File: src/rtl/bcd_pkg.sv
`default_nettype none
// +--------------------------------------------------------------------+
// | bcd_pkg : shared types and constants for the binary<->BCD converter |
// | Rev 1.0                                                             |
// +--------------------------------------------------------------------+
package bcd_pkg;

   typedef enum logic [1:0] {
      IDLE = 2'd0,
      RUN  = 2'd1,
      FIN  = 2'd2
   } state_t;

   localparam logic       MODE_B2B   = 1'b0;
   localparam logic       MODE_B2BIN = 1'b1;
   localparam logic [3:0] ADD_TH     = 4'd5;
   localparam logic [3:0] SUB_TH     = 4'd8;
   localparam logic [3:0] ADJ        = 4'd3;

   function automatic int max_w(input int a, input int b);
      return (a > b) ? a : b;
   endfunction

endpackage
`default_nettype wire

File: src/rtl/bcd_digit_adjust.sv
`default_nettype none
// +--------------------------------------------------------------------+
// | bcd_digit_adjust : per-nibble +3 (dir=0) / -3 (dir=1) correction   |
// | Rev 1.0                                                             |
// +--------------------------------------------------------------------+
module bcd_digit_adjust
   import bcd_pkg::*;
#(
   parameter int DIGITS = 5
) (
   input  logic [4*DIGITS-1:0] bcd_in,
   input  logic                dir,
   output logic [4*DIGITS-1:0] bcd_out
);

   // Nibbles are adjusted independently; the ranges used never produce a carry or borrow.
   for (genvar g = 0; g < DIGITS; g++) begin : g_digit
      logic [3:0] w_digit;
      assign w_digit = bcd_in[4*g +: 4];
      assign bcd_out[4*g +: 4] =
         (dir == MODE_B2B) ? ((w_digit >= ADD_TH) ? w_digit + ADJ : w_digit)
                           : ((w_digit >= SUB_TH) ? w_digit - ADJ : w_digit);
   end

endmodule
`default_nettype wire

File: src/rtl/bcd_bin_converter.sv
`default_nettype none
// +--------------------------------------------------------------------+
// | bcd_bin_converter : iterative bidirectional binary<->BCD converter |
// | Rev 1.0                                                             |
// +--------------------------------------------------------------------+
module bcd_bin_converter
   import bcd_pkg::*;
#(
   parameter  int BIN_W  = 16,
   parameter  int DIGITS = 5,
   localparam int DW     = max_w(BIN_W, 4*DIGITS)
) (
   input  logic          clk,
   input  logic          reset,
   input  logic          start,
   input  logic          mode,
   input  logic [DW-1:0] data_in,
   output logic [DW-1:0] data_out,
   output logic          busy,
   output logic          done,
   output logic          err
);

   localparam int BW = 4*DIGITS;
   localparam int WW = BW + BIN_W;
   localparam int CW = $clog2(BIN_W+1);

   state_t          r_state;
   logic [WW-1:0]   r_work;
   logic [CW-1:0]   r_cnt;
   logic            r_mode;
   logic            r_ovf;
   logic [DW-1:0]   r_data_out;
   logic            r_busy;
   logic            r_done;
   logic            r_err;

   logic [WW-1:0]   w_shifted;
   logic [BW-1:0]   w_adj_in;
   logic [BW-1:0]   w_adj_out;
   logic [WW-1:0]   w_work_next;
   logic            w_ovf_next;
   logic            w_range_err;
   logic            w_digit_bad;
   logic [DW-1:0]   w_bcd_res;
   logic [DW-1:0]   w_bin_res;

   // BCD->binary adjusts after the right shift, binary->BCD adjusts before the left shift.
   always_comb begin
      w_shifted = r_work >> 1;
      w_adj_in  = (r_mode == MODE_B2BIN) ? w_shifted[WW-1:BIN_W] : r_work[WW-1:BIN_W];
   end

   bcd_digit_adjust #(.DIGITS(DIGITS)) u_adjust (
      .bcd_in  (w_adj_in),
      .dir     (r_mode),
      .bcd_out (w_adj_out)
   );

   always_comb begin
      if (r_mode == MODE_B2BIN)
         w_work_next = {w_adj_out, w_shifted[BIN_W-1:0]};
      else
         w_work_next = {w_adj_out[BW-2:0], r_work[BIN_W-1:0], 1'b0};
      w_ovf_next  = r_ovf | ((r_mode == MODE_B2B) & w_adj_out[BW-1]);
      w_range_err = |w_work_next[WW-1:BIN_W];
      w_bcd_res   = '0;
      w_bcd_res[BW-1:0] = w_work_next[WW-1:BIN_W];
      w_bin_res   = '0;
      w_bin_res[BIN_W-1:0] = w_work_next[BIN_W-1:0];
      w_digit_bad = 1'b0;
      for (int i = 0; i < DIGITS; i++)
         if (data_in[4*i +: 4] > 4'd9)
            w_digit_bad = 1'b1;
   end

   // The final iteration and the FIN transition share an edge so done lands BIN_W+1 cycles out.
   always_ff @(posedge clk or negedge reset) begin
      if (!reset) begin
         r_state    <= IDLE;
         r_work     <= '0;
         r_cnt      <= '0;
         r_mode     <= MODE_B2B;
         r_ovf      <= 1'b0;
         r_data_out <= '0;
         r_busy     <= 1'b0;
         r_done     <= 1'b0;
         r_err      <= 1'b0;
      end else begin
         r_done <= 1'b0;
         case (r_state)
            IDLE: begin
               if (start) begin
                  r_busy <= 1'b1;
                  r_mode <= mode;
                  r_ovf  <= 1'b0;
                  r_cnt  <= CW'(BIN_W);
                  if (mode == MODE_B2BIN && w_digit_bad) begin
                     r_data_out <= '0;
                     r_err      <= 1'b1;
                     r_done     <= 1'b1;
                     r_state    <= FIN;
                  end else begin
                     r_work  <= (mode == MODE_B2BIN) ? {data_in[BW-1:0], {BIN_W{1'b0}}}
                                                     : {{BW{1'b0}}, data_in[BIN_W-1:0]};
                     r_state <= RUN;
                  end
               end
            end
            RUN: begin
               r_work <= w_work_next;
               r_ovf  <= w_ovf_next;
               r_cnt  <= r_cnt - CW'(1);
               if (r_cnt == CW'(1)) begin
                  r_state    <= FIN;
                  r_done     <= 1'b1;
                  r_data_out <= (r_mode == MODE_B2BIN) ? w_bin_res : w_bcd_res;
                  r_err      <= (r_mode == MODE_B2BIN) ? w_range_err : w_ovf_next;
               end
            end
            FIN: begin
               r_busy  <= 1'b0;
               r_state <= IDLE;
            end
            default: begin
               r_busy  <= 1'b0;
               r_state <= IDLE;
            end
         endcase
      end
   end

   assign data_out = r_data_out;
   assign busy     = r_busy;
   assign done     = r_done;
   assign err      = r_err;

endmodule
`default_nettype wire

File: config.mk
export PLATFORM = sky130hd
export DESIGN_NAME = bcd_bin_converter
export DESIGN_NICKNAME = d
export VERILOG_FILES = /design/src/rtl/bcd_pkg.sv /design/src/rtl/bcd_digit_adjust.sv /design/src/rtl/bcd_bin_converter.sv
export SDC_FILE = /design/constraint.sdc
export NUM_CORES = 1
export LEC_CHECK = 0
export BUFFER_PORTS_ARGS = -buffer_cell sky130_fd_sc_hd__buf_2
export CORE_UTILIZATION = 30
export CTS_CLUSTER_DIAMETER = 80
export DETAILED_ROUTE_END_ITERATION = 7
export GPL_ROUTABILITY_DRIVEN = 1
export PLACE_DENSITY = 0.43
export SYNTH_ARGS = -nofsm -noshare
export SYNTH_HDL_FRONTEND = slang
export SYNTH_SLANG_ARGS = --single-unit
export TNS_END_PERCENT = 5
File: constraint.sdc
create_clock -name clk -period 9 [get_ports clk]
set_clock_uncertainty 0.2 [all_clocks]
set_input_delay 0.9 -clock clk [delete_from_list [all_inputs] [get_ports clk]]
set_output_delay 0.9 -clock clk [all_outputs]
set_load 0.02 [all_outputs]
==> flow_summary_export.csv <==
group,metric,value,unit
pwr,power_frac_seq,27.5,%
die,io_pins,47,
sta,slew_headroom,31.3,%
synth,synth_cell_types,57,
drt,drtIter0Drc,258,
worst_setup_path,worstSetupStartpoint,"r_mode$_DFFE_PN0P_",
placement,numPortBuffers,46,
final_layout,area_delta_synth_final,15.0,%
global_route,grt_remaining_overflow,0,
die,coreArea,15300,um^2
cts,clockBufferDepth,2,
global_route,grt_pass1_wl,23.3,mm
cts,root_buffer,"clkbuf_16",
sta,finalHoldViolCount,0,
worst_setup_path,critPathMaxFanout,31,
pwr,irDropWorstVdd,130,uV
die,die_y,127,um
worst_setup_path,required,9.03,ns
die,die_x,127,um
drt,vias,4250,
hold_path,min_from,"data_out[18]$_DFFE_PN0P_",
sta,fin_crit,3.82,ns
die,row_count,45,
sta,worstMarginPinSlew,1.03,ns
sta,max_freq,0.262,GHz
cts,clock-sinks,68,
global_route,antenna_found_initial,0,
synth,synth_fp_nets,616,
cts,numCtsBuffers,9,
pwr,p_int,1210,uW
cts,post_cts_resized,0,
pwr,power.share.clock,18.1,%
pwr,power_density,432,nW/um^2
hold_path,hold_depth,2,
worst_setup_path,reg2reg_depth,10,
synth,syn_area,4710,um^2
cts,clk_transition_reported_paths,0.06,ns
die,start_util,30.8,%
synth,syn_area_per_cell,8.23,um^2
placement,place_congestion,0.807,
sta,setup_violations,0,
hold_path,worstHoldEndpoint,"data_out[18]$_DFFE_PN0P_",
placement,placed_cells,784,
worst_setup_path,r2r-start,"r_mode$_DFFE_PN0P_",
worst_setup_path,r2r-end,"err$_DFFE_PN0P_",
synth,async_reset_ff_share,100,%
drt,drc,0,
sta,rsz0062_at_grt,"no",
worst_setup_path,critPathLaunchType,"flop",
drt,dr.pass1.iters,5,
pwr,power.share.switching,48.3,%
synth,syn_inst,572,
drt,viasPerCell,5.31,
global_route,grt_pass1_vias,4038,
synth,synth_edf_count,0,
pwr,combPwrFrac,54.5,%
sta,slew_viol_final,0,
worst_setup_path,regToRegSetupSlack,5.18,ns
synth,ys.flop_type,"dfrtp_1",
pwr,switchingPower,1130,uW
synth,yosysSeqAreaShare,36.2,%
cts,h-tree-depth,3,
final_layout,fin_nets,628,
drt,ant_nets,0,
worst_setup_path,worst_ep_arrival_time,3.85,ns
hold_path,min_path_type,"flop to flop",
final_layout,layout.cells.non_filler,800,
sta,hold_slack,0.271,ns
synth,synth-seq-cells,68,
cts,cts_tree,"done",
cts,cts_setup_buffers,0,
sta,fin_crit_sh,42.5,%
drt,wirelength,14.6,mm
drt,wl_per_cell,18.2,um
synth,ys.warnings.count,0,
cts,clkLatencyLatePin,0.34,ns
die,dieArea,16200,um^2
flow_run,drv_cap,0,
final_layout,drive_gt1_share,14.6,%
placement,hpwl,10.1,mm
cts,hold_buffers,0,
worst_setup_path,cp-end-kind,"flop",
worst_setup_path,path_class,"flop to flop",
pwr,leakagePower,0.00239,uW
final_layout,diodes,0,
status,outcome,"complete, no violations",
global_route,grt_max_degree,69,
global_route,grt_usage,18.9,%
sta,finalSetupTns,0,ns
cell type report:
| cell class | count | area (um^2) |
|---|---|---|
| clock buffer | 11 | 243 |
| clock inverter | 5 | 108 |
| fill | 1605 | 9850 |
| inverter | 23 | 86.3 |
| multi-input combinational | 431 | 2740 |
| sequential | 68 | 1700 |
| tap | 211 | 264 |
| timing repair buffer | 51 | 270 |
cell families (layout without fill, tap and decap cells):
| logic type | count (synthesis) | count (layout) | share of synthesized area (%) |
|---|---|---|---|
| adder cells (fa/ha/maj) | 20 | 20 | 5.32 |
| multiplexers | 38 | 38 | 8.38 |
| AO/OA/AOI/OAI | 183 | 183 | 24.2 |
| flip-flops | 68 | 68 | 36.2 |
| AND/OR/NAND/NOR | 178 | 178 | 17.6 |
| XOR/XNOR | 12 | 12 | 2.23 |
| buffers and inverters | 73 | 90 | 6.06 |
state kept, by name, indices dropped and copies added (netlist names):
| register | count |
|---|---|
| r_state | 2 |
| r_mode | 1 |
| r_work | 36 |
| err | 1 |
| busy | 1 |
| r_cnt | 5 |
| data_out | 20 |
| r_ovf | 1 |
| done | 1 |
per-stage QoR:
stage | total power, uW | util, % | setup WS (ns) | cell area, um^2
CTS | 2350 | 35.5 | 5.25 | 5410
floorplan | 1560 | - | 5.67 | 4710
detailed placement | 1920 | 33.2 | 5.27 | 5060
global route | 2540 | 35.5 | 4.93 | 5410
global placement | 1910 | 33.2 | 5.23 | 5060
finish | 2340 | 35.5 | 5.18 | 5410
layout by cell type, fill, tap and decap left out, types with 4 or more instances in the layout:
cell type	netlist	final
xnor2_1	5	5
mux2_2	11	11
or3_1	4	4
o21ai_0	63	63
nand2b_1	13	12
o211ai_1	5	5
nor3_1	7	7
nand2_1	83	83
nor3b_1	4	4
a211oi_1	7	7
nand3_1	8	8
a31oi_1	27	26
ha_1	20	20
nor2b_1	8	8
a21oi_1	29	29
mux2i_1	27	27
buf_2	9	45
o21ai_1	5	5
clkbuf_16	0	9
inv_1	21	21
o31ai_1	9	9
buf_4	0	6
and2_1	4	4
dfrtp_1	68	67
xor2_1	7	7
nor2_1	37	37
critical path, stage by stage, from the launching register on:
cell      delay, ns
dfrtp_2        0.84
inv_1          0.43
buf_4          0.34
a21boi_0       0.34
ha_1           0.28
nor2b_1        0.19
o22ai_1        0.13
a211oi_1       0.48
o211ai_1       0.22
nor4_2         0.18
nor2_1         0.06
cell usage after synthesis, types with 4 or more instances:
| master | number | share of area (%) |
|---|---|---|
| nand2_1 | 83 | 6.6 |
| dfrtp_1 | 68 | 36 |
| o21ai_0 | 63 | 6.7 |
| nor2_1 | 37 | 3.0 |
| clkbuf_1 | 35 | 2.8 |
| a21oi_1 | 29 | 3.1 |
| a31oi_1 | 27 | 3.6 |
| mux2i_1 | 27 | 5.7 |
| inv_1 | 21 | 1.7 |
| ha_1 | 20 | 5.3 |
| nand2b_1 | 13 | 1.7 |
| mux2_2 | 11 | 2.6 |
| buf_2 | 9 | 0.96 |
| o31ai_1 | 9 | 1.4 |
| nand3_1 | 8 | 0.85 |
| nor2b_1 | 8 | 1.1 |
| a211oi_1 | 7 | 1.1 |
| nor3_1 | 7 | 0.74 |
| xor2_1 | 7 | 1.3 |
| buf_1 | 6 | 0.48 |
| o211ai_1 | 5 | 0.80 |
| o21ai_1 | 5 | 0.53 |
| xnor2_1 | 5 | 0.93 |
| and2_1 | 4 | 0.53 |
| nor3b_1 | 4 | 0.64 |
| or3_1 | 4 | 0.53 |
power by group through the flow:
stage          Sequential, uW  Clock [uW]  Combinational (uW)
3_5_place_dp              644           0                1270
3_3_place_gp              644           0                1270
5_1_grt                   666         442                1440
6_report                  642         422                1270
4_1_cts                   639         432                1280
2_1_floorplan             565           0                 992
worst max-delay path by stage:
stage	end	slack, ns	depth (start not counted)
finish	err$_DFFE_PN0P_	5.18	10
CTS	err$_DFFE_PN0P_	5.25	10
detailed placement	err$_DFFE_PN0P_	5.27	9
floorplan	err$_DFFE_PN0P_	5.67	12
global route	r_work[26]$_DFFE_PN0P_	4.93	9
global placement	err$_DFFE_PN0P_	5.23	10
per-layer routing:
| metal | global-route usage (%) | wire, um | share of wire, % | vias up |
|---|---|---|---|---|
| met3 | 3.98 | 636 | 4.4 | 21 |
| met5 | 0 | 0 | 0 | - |
| met2 | 29.2 | 6750 | 46 | 118 |
| li1 | - | - | - | 2058 |
| met1 | 26.3 | 6910 | 47 | 2053 |
| met4 | 6.51 | 292 | 2.0 | 0 |
Power figures use the tool's default switching activity.
